File: src/rtl/sevenseg_pkg.sv
// Shared types and segment codes for the seven-segment scan controller.
// Segment bit order is {g,f,e,d,c,b,a}; dp is carried separately.
package sevenseg_pkg;

  typedef enum logic {
    BLANK,
    DRIVE
  } state_t;

  localparam logic [7:0] SEG_OFF = 8'h00;

  localparam logic [6:0] SEG_0 = 7'h3F;
  localparam logic [6:0] SEG_1 = 7'h06;
  localparam logic [6:0] SEG_2 = 7'h5B;
  localparam logic [6:0] SEG_3 = 7'h4F;
  localparam logic [6:0] SEG_4 = 7'h66;
  localparam logic [6:0] SEG_5 = 7'h6D;
  localparam logic [6:0] SEG_6 = 7'h7D;
  localparam logic [6:0] SEG_7 = 7'h07;
  localparam logic [6:0] SEG_8 = 7'h7F;
  localparam logic [6:0] SEG_9 = 7'h6F;
  localparam logic [6:0] SEG_A = 7'h77;
  localparam logic [6:0] SEG_B = 7'h7C;
  localparam logic [6:0] SEG_C = 7'h39;
  localparam logic [6:0] SEG_D = 7'h5E;
  localparam logic [6:0] SEG_E = 7'h79;
  localparam logic [6:0] SEG_F = 7'h71;

  function automatic logic [6:0] hex2seg(
    input logic [3:0] h
  );
    logic [6:0] s;
    unique case (h)
      4'h0: s = SEG_0;
      4'h1: s = SEG_1;
      4'h2: s = SEG_2;
      4'h3: s = SEG_3;
      4'h4: s = SEG_4;
      4'h5: s = SEG_5;
      4'h6: s = SEG_6;
      4'h7: s = SEG_7;
      4'h8: s = SEG_8;
      4'h9: s = SEG_9;
      4'hA: s = SEG_A;
      4'hB: s = SEG_B;
      4'hC: s = SEG_C;
      4'hD: s = SEG_D;
      4'hE: s = SEG_E;
      default: s = SEG_F;
    endcase
    return s;
  endfunction

endpackage

File: src/rtl/sevenseg_scan_ctrl_seg_decode.sv
// Combinational {dp,hex} to segment pattern decoder.
// blank forces g..a off while dp still passes through.
module seg_decode
  import sevenseg_pkg::*;
(
  input  logic       dp,
  input  logic [3:0] hex,
  input  logic       blank,
  output logic [7:0] seg
);

  // pick the glyph unless this digit is a suppressed leading zero
  always_comb begin
    seg = {dp, blank ? 7'h00 : hex2seg(hex)};
  end

endmodule

File: src/rtl/sevenseg_scan_ctrl.sv
// Time-multiplexed seven-segment scan controller with blanking gap.
// Define SEVENSEG_LEADING_ZERO_BLANK_EN to suppress leading zeros.
module sevenseg_scan_ctrl
  import sevenseg_pkg::*;
#(
  parameter  int DIGITS = 4,
  parameter  int DIV    = 4096,
  localparam int AW     = $clog2(DIGITS),
  localparam int PW     = $clog2(DIV)
) (
  input  logic              clk,
  input  logic              rst,
  input  logic              en,
  input  logic              wr_en,
  input  logic [AW-1:0]     wr_addr,
  input  logic [4:0]        wr_data,
  output logic [7:0]        out,
  output logic [DIGITS-1:0] an,
  output logic              frame_tick
);

  localparam logic [PW-1:0] CNT_MAX = PW'(DIV - 1);
  localparam logic [DIGITS-1:0] ONE =
    {{(DIGITS-1){1'b0}}, 1'b1};

  logic [4:0]    regs [DIGITS];
  state_t        state;
  logic [AW-1:0] idx;
  logic [PW-1:0] cnt;
  logic [4:0]    cur;
  logic          lz;
  logic [7:0]    dec;

  assign cur = regs[idx];

`ifdef SEVENSEG_LEADING_ZERO_BLANK_EN
  // blank when this digit and all above it hold hex 0
  always_comb begin
    lz = (idx != '0);
    for (int i = 0; i < DIGITS; i++) begin
      if (i >= int'(idx) && regs[i][3:0] != 4'h0)
        lz = 1'b0;
    end
  end
`else
  assign lz = 1'b0;
`endif

  seg_decode u_dec (
    .dp   (cur[4]),
    .hex  (cur[3:0]),
    .blank(lz),
    .seg  (dec)
  );

  // host-written digit register file
  always_ff @(posedge clk) begin
    if (rst) begin
      for (int i = 0; i < DIGITS; i++)
        regs[i] <= '0;
    end else if (wr_en && int'(wr_addr) < DIGITS) begin
      regs[wr_addr] <= wr_data;
    end
  end

  // scan FSM with registered segment/anode outputs
  always_ff @(posedge clk) begin
    if (rst) begin
      state      <= BLANK;
      idx        <= '0;
      cnt        <= '0;
      out        <= SEG_OFF;
      an         <= '1;
      frame_tick <= 1'b0;
    end else if (!en) begin
      out        <= SEG_OFF;
      an         <= '1;
      frame_tick <= 1'b0;
    end else begin
      unique case (state)
        BLANK: begin
          out        <= SEG_OFF;
          an         <= '1;
          frame_tick <= 1'b0;
          state      <= DRIVE;
        end
        DRIVE: begin
          out <= dec;
          an  <= ~(ONE << idx);
          if (cnt == CNT_MAX) begin
            cnt        <= '0;
            state      <= BLANK;
            frame_tick <= (int'(idx) == DIGITS - 1);
            if (int'(idx) == DIGITS - 1)
              idx <= '0;
            else
              idx <= idx + 1'b1;
          end else begin
            cnt        <= cnt + 1'b1;
            frame_tick <= 1'b0;
          end
        end
        default: state <= BLANK;
      endcase
    end
  end

endmodule
File: config.mk
export PLATFORM = sky130hd
export DESIGN_NAME = sevenseg_scan_ctrl
export DESIGN_NICKNAME = d
export VERILOG_FILES = /design/src/rtl/sevenseg_pkg.sv /design/src/rtl/sevenseg_scan_ctrl_seg_decode.sv /design/src/rtl/sevenseg_scan_ctrl.sv
export SDC_FILE = /design/constraint.sdc
export NUM_CORES = 1
export LEC_CHECK = 0
export BUFFER_PORTS_ARGS = -buffer_cell sky130_fd_sc_hd__buf_4
export CORE_ASPECT_RATIO = 1.4
export CORE_MARGIN = 2
export CORE_UTILIZATION = 40
export CTS_CLUSTER_DIAMETER = 50
export DETAILED_ROUTE_END_ITERATION = 12
export MAX_ROUTING_LAYER = met4
export PLACE_DENSITY = 0.59
export SLEW_MARGIN = 15
export SYNTH_ARGS = -nofsm -noshare
export SYNTH_HDL_FRONTEND = slang
export SYNTH_SLANG_ARGS = --single-unit
File: constraint.sdc
create_clock -name clk -period 4.3 [get_ports clk]
set_input_delay 0.86 -clock clk [delete_from_list [all_inputs] [get_ports clk]]
set_output_delay 0.86 -clock clk [all_outputs]
set_load 0.05 [all_outputs]
# After elaboration in Yosys (flattened, before gate mapping)
# Memories as Yosys holds them, arrays and structs flattened. A register that Yosys moved wholly into a read port is not among the register bits.
# Cells that the tools add are included.
word_totals:
  regBits: 28
  ram_bits: 20
  romBits: 112
  inputBits: 11
  wordCells: 38
  mem_count: 2
classes:
  n_addsub: 2
  n_eq_ne: 2
  shifts: 1
  muxes: 18
  bitwise: 3
  reduce_logical: 4
memory_table:
  columns: ["memory", "words", "width", "rd", "rd_clocked_by_memory_dff", "write_ports", "line", "rtl"]
  rows:
  - ["(name not given)", 16, 7, 1, 0, 0, "sevenseg_pkg.sv:33", "unique case (h)"]
  - ["regs", 4, 5, 1, 1, 4, "sevenseg_scan_ctrl.sv:26", "logic [4:0] regs [DIGITS];"]
op_table:
  columns: ["operator", "n"]
  rows:
  - ["one-hot mux 8 bit (2 select lines)", 1]
  - ["adder 12 x 1 -> 12 bit (second input constant)", 1]
  - ["== test 12 bit (second input constant)", 1]
  - ["two-way mux 12 bit", 1]
  - ["two-way mux 1 bit", 8]
  - ["two-way mux 2 bit", 4]
  - ["one-hot mux 4 bit (2 select lines)", 1]
  - ["two-way mux 5 bit", 1]
  - ["OR reduction 5 bit", 1]
  - ["inverter 4 bit", 1]
  - ["one-hot mux 1 bit (2 select lines)", 2]
  - ["left shift 1 x 2 -> 4 bit (first input constant)", 1]
  - ["AND reduction 3 bit", 1]
  - ["adder 2 x 1 -> 2 bit (second input constant)", 1]
  - ["== test 2 x 1 -> 1 bit (second input constant)", 1]
  - ["inverter 1 bit", 2]
  - ["AND reduction 2 bit", 1]
  - ["OR reduction 2 bit", 1]

# Depth between registers and ports, before layout
# Gate-level depths: netlist of run 1.
logic_depth:
  word_depth: 5
  ltp_mapped: 7
  mapped_depth_nobuf: 6

# By module
# From an unflattened synthesis of run 1, not the netlist that was laid out.
hier_totals:
  cells_unflattened: 210
  hier_area_um2: 2356.0
by_module_without_submodules:
  columns: ["module", "n_inst", "cells_per_inst", "area_per_inst_um2", "seq_area_each_um2"]
  rows:
  - ["sevenseg_scan_ctrl", 1, 176, 2079.5, 1201.2]
  - ["seg_decode", 1, 34, 276.5, 0.0]

# Worst setup path before layout of run 1
# Ideal clock, no wire load.
synth_timing:
  kind: "input to register"
  startpoint: "in rst"
  endpoint: "mem regs[1][0] (enable)"
  setup_time_ps: 301
  arrival_ps: 1726
  slack_ps: 2274
  cell_stages: 4
  path_buffers: 1
  path_cell_list: "clkbuf_1 nand2b_1 nor3b_1 or2_2"
synth_rtl:
  columns: ["element", "line", "rtl"]
  rows:
  - ["from (decl)", "sevenseg_scan_ctrl.sv:12", "input logic rst,"]
  - ["to (decl)", "sevenseg_scan_ctrl.sv:26", null]

==> results.cfg, run 1 <==
[clock_network]
insertion_delay_ps = 300
cts_setup_buffers = 0
cts_tree = done
root_buffer = clkbuf_8
cts_buffers = 5
hold_buffers = 0
clkTransAtPathRegs_ps = 90
h-tree-depth = 2
clockBufferDepth = 2
cts_resized = 0
cts.sinks = 50

[place]
place_hpwl_microns = 2820
io_buffers = 23
dpl_cell_area_sq_um = 2470
gp_congestion = 0.790

[finish]
drive_gt1_share_pct = 16.9
fillCellCount = 517
design_area_sq_um = 2580
layout.nets = 247
antennaDiodeCount = 0
area_growth_pct = 14.6

[floorplan]
rows = 32
start_util_pct = 41.0
die_y_microns = 92.8
die-width_microns = 67.4
die_area_sq_um = 6250
coreArea_sq_um = 5490
ios = 24

[run]
cap_violations = 0

[timing]
period_share_pct = 49.7
setup_tns_ps = 0
rsz0062_at_grt = false
drv_slew = 0
whs_ps = 481
max_freq_ghz = 0.468
setup_violations = 0
finalClockSkew_ps = 5.72
min_period_ps = 2140
final_hold_viol_count = 0
max_slew.worst_pin.slew_ps = 476
max-slew-margin-rel_pct = 68.2

[synthesis]
syn_nets = 222
syn_area_per_cell_sq_um = 11.3
netlist-cell-type-count = 37
synth_edf_count = 20
synthCells = 199
synth_seq_cells = 50
ys_seq_area_share_pct = 53.4
ys.flop_type = dfxtp_1
synth_area_sq_um = 2250
ys_warn_count = 0
ys_async_sr_fraction_pct = 0

[hold_path]
hold_path.class = reg2reg

[worst_setup_path]
crit_fanout = 5
endpoint_kind = register
worstPathArrival_ps = 2340
crit_path_start_kind = register
cp.required_ps = 4500
path_class = reg2reg

[drt]
wl_per_cell_microns = 12.9
drc = 0
ant_nets = 0
wirelength_microns = 3770
first_pass_iters = 4
vias = 1461
drtIter0Drc = 64
vias_per_cell = 4.99

[grt]
grt.overflow.total = 0
grt_pass1_wl_microns = 6230
grt_pass1_vias = 1357
antenna_found_initial = 0
grt_usage_pct = 14.0
grt_max_degree = 20

[status]
outcome = finished clean

[power_and_ir_drop]
cellPowerDensity_nw_per_um2 = 347
p_sw_share_pct = 22.8
pwr-share-clk_pct = 33.6
seqPwrFrac_pct = 58.0
p_comb_share_pct = 8.4
p_int_w = 0.000690
p_switching_w = 0.000204
irDropWorstVdd_mv = 0.175
power.leakage_nw = 0.999
==> state kept, by name, indices dropped and copies added, names as in the netlist, named ones only <==
| register | flops |
|---|---|
| regs | 20 |
| cnt | 12 |
| out | 8 |
| an | 4 |
| idx | 2 |
| frame_tick | 1 |
| state | 1 |
==> cell usage in the layout (no fill, tap or decap), types with 5 or more instances in the layout <==
cell type,netlist,routed
ha_1,12,12
inv_1,6,7
nor2_1,22,22
buf_4,0,23
nand2_1,15,15
xor2_1,5,5
and2_1,22,22
xnor2_1,5,5
a21oi_1,5,5
clkbuf_8,0,5
edfxtp_1,20,20
nand4_1,6,6
a221oi_1,5,5
dfxtp_1,30,30
==> worst paths after layout <==
path	cells after the start	end	slack (ps)	start
max	6	out[1]	2160	register
min	2	cnt[1]	480	cnt[1]
max reg2reg	6	out[1]	2160	register
min reg2reg	2	cnt[1]	480	cnt[1]
==> layer usage <==
metal | vias to the layer above | GRT usage (%) | routed length [microns] | part of all wire [%]
met4 | 0 | 6.46 | 81 | 2.2
met2 | 33 | 22.2 | 1880 | 50
met1 | 674 | 16.1 | 1640 | 44
met3 | 7 | 4.01 | 159 | 4.2
li1 | 747 | - | - | -
met5 | - | - | 0 | 0
==> cell type report <==
| class | instances | area [sq um] | area share (%) |
|---|---|---|---|
| repair buffers | 23 | 173 | 6.70 |
| multi-input cells | 138 | 993 | 38.5 |
| well taps | 68 | 85.1 | 3.30 |
| clock inverters | 2 | 10.0 | 0.388 |
| inverters | 6 | 22.5 | 0.873 |
| flip-flops and latches | 50 | 1200 | 46.6 |
| clock buffers | 6 | 93.8 | 3.64 |
==> synth_stat cells, types with 2 or more instances <==
cell	number	share of area [%]
nor3b_1	3	1.0
clkbuf_1	2	0.33
nor2_1	22	3.7
mux4_2	2	2.0
xnor2_1	5	1.9
nand2_1	15	2.5
and4_1	3	1.2
buf_6	2	1.0
inv_1	6	1.0
and2_1	22	6.1
nor3_1	4	0.89
edfxtp_1	20	27
o21ai_0	2	0.44
nand2b_1	3	0.83
or2_2	3	0.83
nand3_1	4	0.89
a221oi_1	5	1.9
nor4_1	2	0.56
mux4_1	3	3.5
xor2_1	5	1.9
a21oi_1	5	1.1
ha_1	12	6.7
dfxtp_1	30	27
nand4_1	6	1.7
==> worst max-delay path: stages, from the launching register on <==
cell and delay, ps:
dfxtp_1 500, mux4_1 680, inv_1 170, ha_1 250, nor2_1 130, a21oi_1 70, a221oi_1 250
==> power by group through the flow <==
stage               registers [W]  clock network [W]  logic (W)
global placement         0.000529                  0  0.0000753
finish                   0.000518           0.000301  0.0000751
CTS                      0.000518           0.000308  0.0000757
global route             0.000520           0.000327  0.0000839
detailed placement       0.000529                  0  0.0000753
floorplan                0.000536                  0  0.0000427
==> logic make-up (layout without fill, tap and decap cells) <==
group / count (synthesis) / count (layout) / share of synthesized area [%]
compound gates: 17 / 17 / 5.39
xor+xnor: 10 / 10 / 3.89
fa+ha+maj: 12 / 12 / 6.67
buf+inv: 11 / 37 / 2.50
flops: 50 / 50 / 53.4
mux: 7 / 7 / 6.45
simple gates: 92 / 92 / 21.7
==> metrics by stage <==
step           instances  power (W)  utilization, %  worst slack, ps
3_3_place_gp         285   0.000604            45.1             2150
6_report             293   0.000894            47.0             2160
4_1_cts              293   0.000902            47.0             2150
2_1_floorplan        199   0.000579               -             2270
5_1_grt              293   0.000931            47.0             2060
3_5_place_dp         285   0.000605            45.1             2130
Note: power is estimated with default switching activity, not from simulation.
==> run 2: changes to the inputs <==
ABC_AREA = 1   (was not set)
PLACE_DENSITY = 0.61   (was 0.59)
clock period = 1.9 ns   (was 4.3 ns; I/O delays follow)
==> results.cfg, run 2 <==
[synthesis]
ys_seq_area_share_pct = 51.0
yosysMostFrequentCell = nor2_1
syn_area_per_cell_sq_um = 8.54
synth_edf_count = 20
post-synth-top-area-cell = dfxtp_1
netlist-cell-type-count = 28
yosysTopAreaCellShare_pct = 25.5
yosys-top-cells-count = 54 x nor2_1, 53 x nand2_1, 30 x dfxtp_1, 28 x inv_1, 20 x edfxtp_1
ys_async_sr_fraction_pct = 0
ys.flop_type = dfxtp_1
synth_seq_cells = 50
ys_warn_count = 0
synth_area_leaders = dfxtp_1 25%, edfxtp_1 25%, nor2_1 8.6%, nand2_1 8.4%, ha_1 6.4%
synthCells = 276
syn_nets = 299
synth_area_sq_um = 2360

[power_and_ir_drop]
cellPowerDensity_nw_per_um2 = 763
pwr-share-clk_pct = 35.1
p_comb_share_pct = 9.1
power.leakage_nw = 1.19
irDropWorstVdd_mv = 0.465
p_sw_share_pct = 23.0
p_switching_w = 0.000484
power_w = 0.00210
p_int_w = 0.00162
seqPwrFrac_pct = 55.8

[timing]
max_freq_ghz = 0.585
setup_tns_ps = 0
drv_slew = 0
rsz0062_at_grt = false
finalClockSkew_ps = 3.15
min_period_ps = 1710
max_slew.worst_pin.slew_ps = 1020
period_share_pct = 90.0
max-slew-margin-rel_pct = 31.1
setup_violations = 0
whs_ps = 299
final_hold_viol_count = 0

[floorplan]
start_util_pct = 40.8
rows = 33
die_area_sq_um = 6530
ios = 24
die_y_microns = 94.8
die-width_microns = 68.9
coreArea_sq_um = 5780

[finish]
largest_register_ffs = 20
layout_common_cells = 54 x nor2_1, 53 x nand2_1, 29 x dfxtp_1, 29 x buf_4, 28 x inv_1
drive_gt1_share_pct = 19.9
fillCellCount = 585
top_register = regs
final_common_cell = nor2_1
antennaDiodeCount = 0
layout.nets = 333
area_growth_pct = 16.9
top_regs = regs x20, cnt x12, out x8

[grt]
antenna_found_initial = 0
grt_pass1_wl_microns = 7560
grt_pass1_vias = 1723
grt_max_degree = 15
grt_usage_pct = 16.1
grt.overflow.total = 0

[drt]
vias_per_cell = 4.67
first_pass_iters = 6
ant_nets = 0
wl_per_cell_microns = 11.5
wirelength_microns = 4370
vias = 1781
drc = 0
drtIter0Drc = 53

[worst_setup_path]
slowest_stage = dfxtp_1
crit_path_start_kind = register
worstPathCellList = inv_1 -> a32oi_1 -> buf_4 -> ha_1 -> nand3_1 -> o21ai_0 -> nor2_1
ff2ff_setup_slack_ps = 190
cp.required_ps = 2100
worst_path_largest_cell_delay_ps = 430
worstPathArrival_ps = 1910
critical_path.top_delay_family = compound AO/OA/AOI/OAI gates
crit_fanout = 6
path_class = reg2reg
endpoint_kind = register
critPathBufInv = 2

[place]
gp_congestion = 0.781
place_hpwl_microns = 3370
io_buffers = 23

[clock_network]
cts_tree = done
hold_buffers = 0
clkTransAtPathRegs_ps = 90
h-tree-depth = 2
root_buffer = clkbuf_8
cts_buffers = 5
clockBufferDepth = 2
cts.sinks = 50
insertion_delay_ps = 300

[hold_path]
hold_path.class = in2reg
worstHoldStart = rst

[status]
outcome = finished clean

[run]
cap_violations = 0
[run 2: changes by cell type in the layout (fill, tap and decap cells not counted), moves of 6 or more]
cell     change
inv_1       +21
nand2_1     +38
buf_4        +6
nor2_1      +32
nand2_2      +8
and2_1      -22
nand3_1     +14
[run 2: cells by family after synthesis]
| family | count (synthesis) | synth area share [%] |
|---|---|---|
| compound gates | 19 | 4.46 |
| xor+xnor | 5 | 1.86 |
| fa+ha+maj | 12 | 6.37 |
| buf+inv | 36 | 6.05 |
| flops | 50 | 51.0 |
| simple gates | 154 | 30.3 |
[run 2: stage by stage]
stage | cell area, sq um | utilization (%) | setup WS, ps | instances
2_1_floorplan | 2360 | - | 293 | 276
3_3_place_gp | 2650 | 45.8 | 227 | 373
3_5_place_dp | 2650 | 45.8 | 147 | 373
4_1_cts | 2750 | 47.6 | 185 | 381
5_1_grt | 2760 | 47.7 | 45.9 | 381
6_report | 2760 | 47.7 | 190 | 381
[run 2: cell type report]
class	instances	area [sq um]	area share, %
Multi-Input combinational cell	190	1010	36.8
Tap cell	70	87.6	3.18
Clock inverter	1	30.0	1.09
Timing Repair Buffer	29	218	7.90
Sequential cell	50	1200	43.6
Inverter	34	128	4.63
Clock buffer	7	76.3	2.77
[run 2: worst register-to-register path, stage by stage, from the launching register on]
cell,delay [ps]
dfxtp_1,430
inv_1,160
a32oi_1,270
buf_4,170
ha_1,210
nand3_1,130
o21ai_0,170
nor2_1,60
[run 2: power by group through the flow]
stage                     Combinational, W  Clock [W]  Sequential (W)
final                             0.000192   0.000737         0.00117
after global routing              0.000217   0.000804         0.00118
after CTS                         0.000193   0.000765         0.00117
after detailed placement          0.000192          0         0.00120
after global placement            0.000191          0         0.00120
after floorplan                   0.000105          0         0.00121
[run 2: path summary, 6_finish.rpt]
path,endpoint,depth (start not counted)
hold reg to reg,state,2
hold / removal,cnt[1],2
setup reg to reg,out[5],7
setup / recovery,out[5],7
[run 2: what timing repair did]
action	CTS	global route
endpoints found under the setup margin	0	1
setup buffers	0	0
resized for setup	0	1
[run 2: per-layer routing]
| layer | vias up | wire length, microns | GRT usage, % |
|---|---|---|---|
| li1 | 943 | - | - |
| met2 | 30 | 2320 | 27.3 |
| met1 | 802 | 1850 | 17.8 |
| met3 | 6 | 137 | 3.22 |
| met4 | 0 | 61 | 7.35 |
| met5 | - | 0 | - |
==> run 3: changes to the inputs <==
--- a/config.mk
+++ b/config.mk
@@ -7,5 +7,5 @@
 export LEC_CHECK = 0
 export ABC_AREA = 1
-export BUFFER_PORTS_ARGS = -buffer_cell sky130_fd_sc_hd__buf_4
+export BUFFER_PORTS_ARGS = -buffer_cell sky130_fd_sc_hd__buf_2
 export CORE_ASPECT_RATIO = 1.4
 export CORE_MARGIN = 2
==> constraint.sdc (replaced) <==
create_clock -name clk -period 1.9 [get_ports clk]
set_input_delay 0.285 -clock clk [delete_from_list [all_inputs] [get_ports clk]]
set_output_delay 0.285 -clock clk [all_outputs]
set_load 0.05 [all_outputs]
==> results.cfg, run 3 (same netlist as run 2, synthesis figures left out) <==
[status]
outcome = finished clean

[worst_setup_path]
critPathBufInv = 2
endpoint_kind = register
crit_fanout = 6
reg2reg_depth = 7
worst_path_largest_cell_delay_ps = 440
critical_path.top_delay_family = compound AO/OA/AOI/OAI gates
worstPathArrival_ps = 1910
worstPathCellList = inv_1 -> a32oi_1 -> buf_4 -> ha_1 -> nand3_1 -> o21ai_0 -> nor2_1
ff2ff_setup_slack_ps = 200
path_class = reg2reg
r2r-end = out[5]
crit_path_start_kind = register
cp.required_ps = 2100
slowest_stage = dfxtp_1

[timing]
rsz0062_at_grt = false
drv_slew = 0
setup_violations = 0
final_hold_viol_count = 0
finalClockSkew_ps = 7.04
max_slew.worst_pin.slew_ps = 975
setup_tns_ps = 0
max_freq_ghz = 0.587
period_share_pct = 89.7
max-slew-margin-rel_pct = 34.4
whs_ps = 230
min_period_ps = 1700

[power_and_ir_drop]
cellPowerDensity_nw_per_um2 = 768
power.leakage_nw = 1.16
power_w = 0.00206
irDropWorstVdd_mv = 0.322

[floorplan]
die_y_microns = 94.8
die-width_microns = 68.9
rows = 33
start_util_pct = 40.8
coreArea_sq_um = 5780
die_area_sq_um = 6530
ios = 24

[grt]
grt_pass1_vias = 1729
grt_pass1_wl_microns = 7730
grt.overflow.total = 0
grt_usage_pct = 16.2
grt_max_degree = 17
antenna_found_initial = 0

[finish]
largest_register_ffs = 20
antennaDiodeCount = 0
layout_common_cells = 54 x nor2_1, 53 x nand2_1, 29 x dfxtp_1
final_common_cell = nor2_1
final_cells = 379
top_regs = regs x20, cnt x12, out x8
design_area_sq_um = 2680
drive_gt1_share_pct = 20.1
layout.nets = 331
top_register = regs
area_growth_pct = 13.9

[place]
gp_congestion = 0.800
io_buffers = 23
place_hpwl_microns = 3380
dp_cells = 371
dpl_cell_area_sq_um = 2570

[clock_network]
cts_setup_buffers = 0
insertion_delay_ps = 300
cts.sinks = 50
clkTransAtPathRegs_ps = 100
h-tree-depth = 2
cts_tree = done
clockBufferDepth = 2
cts_buffers = 5
root_buffer = clkbuf_8

[hold_path]
hold_end = state
hold_path.class = in2reg
worstHoldStart = en
min_path_cells = 3

[drt]
wl_per_cell_microns = 11.7
vias_per_cell = 4.75
ant_nets = 0
wirelength_microns = 4450
first_pass_iters = 4
drtIter0Drc = 57
drc = 0
vias = 1801

[run]
cap_violations = 0
run 3: changes by cell type in the layout (fill, tap and decap cells not counted):
cell and delta:
buf_2 +23, clkbuf_1 -2, clkbuf_16 +1, buf_4 -25, clkinvlp_4 +1, inv_4 +1, bufinv_16 -1
run 3: where the power goes:
| group | internal, W | switching [W] |
|---|---|---|
| registers | 0.00116 | 0.0000148 |
| logic | 0.0000545 | 0.000127 |
| clock network | 0.000340 | 0.000366 |
run 3: layer usage:
metal  vias to the layer above  routed length [microns]  global-route usage (%)
met5                         -                        0                       -
met2                        36                     2250                    27.2
met4                         0                       76                    6.05
met1                       820                     1970                    19.0
li1                        939                        -                       -
met3                         6                      144                    2.98
run 3: area by class of cell:
type	instances	area, sq um
tap	70	87.6
fill	588	3100
inverter	34	128
clock inverter	2	13.8
multi-input combinational	190	1010
timing repair buffer	27	145
sequential	50	1200
clock buffer	6	93.8
run 3: worst max-delay path by stage:
stage               slack (ps)  depth (start not counted)       start    endpoint
global route                20                          8    register      out[6]
CTS                        180                         10    register      out[3]
global placement           250                          8    register      out[3]
finish                     200                          7    register      out[5]
detailed placement         190                          3  wr_addr[0]  regs[3][4]
floorplan                  290                          9    register      out[3]
run 3: metrics by stage:
step / utilization [%] / worst slack, ps
after floorplan: - / 293
after global placement: 44.5 / 251
after detailed placement: 44.5 / 191
after CTS: 46.4 / 183
after global routing: 46.4 / 22.7
final: 46.4 / 195
run 3: timing repair:
item                                   CTS  global route
setup endpoints to repair                0             3
hold buffers                             0             0
gates resized for setup                  0             1
endpoints found under the hold margin    0             0
run 3: worst reg2reg max path, stage by stage, from the launching register on:
cell	delay, ps
dfxtp_1	440
inv_1	160
a32oi_1	270
buf_4	170
ha_1	200
nand3_1	130
o21ai_0	180
nor2_1	60
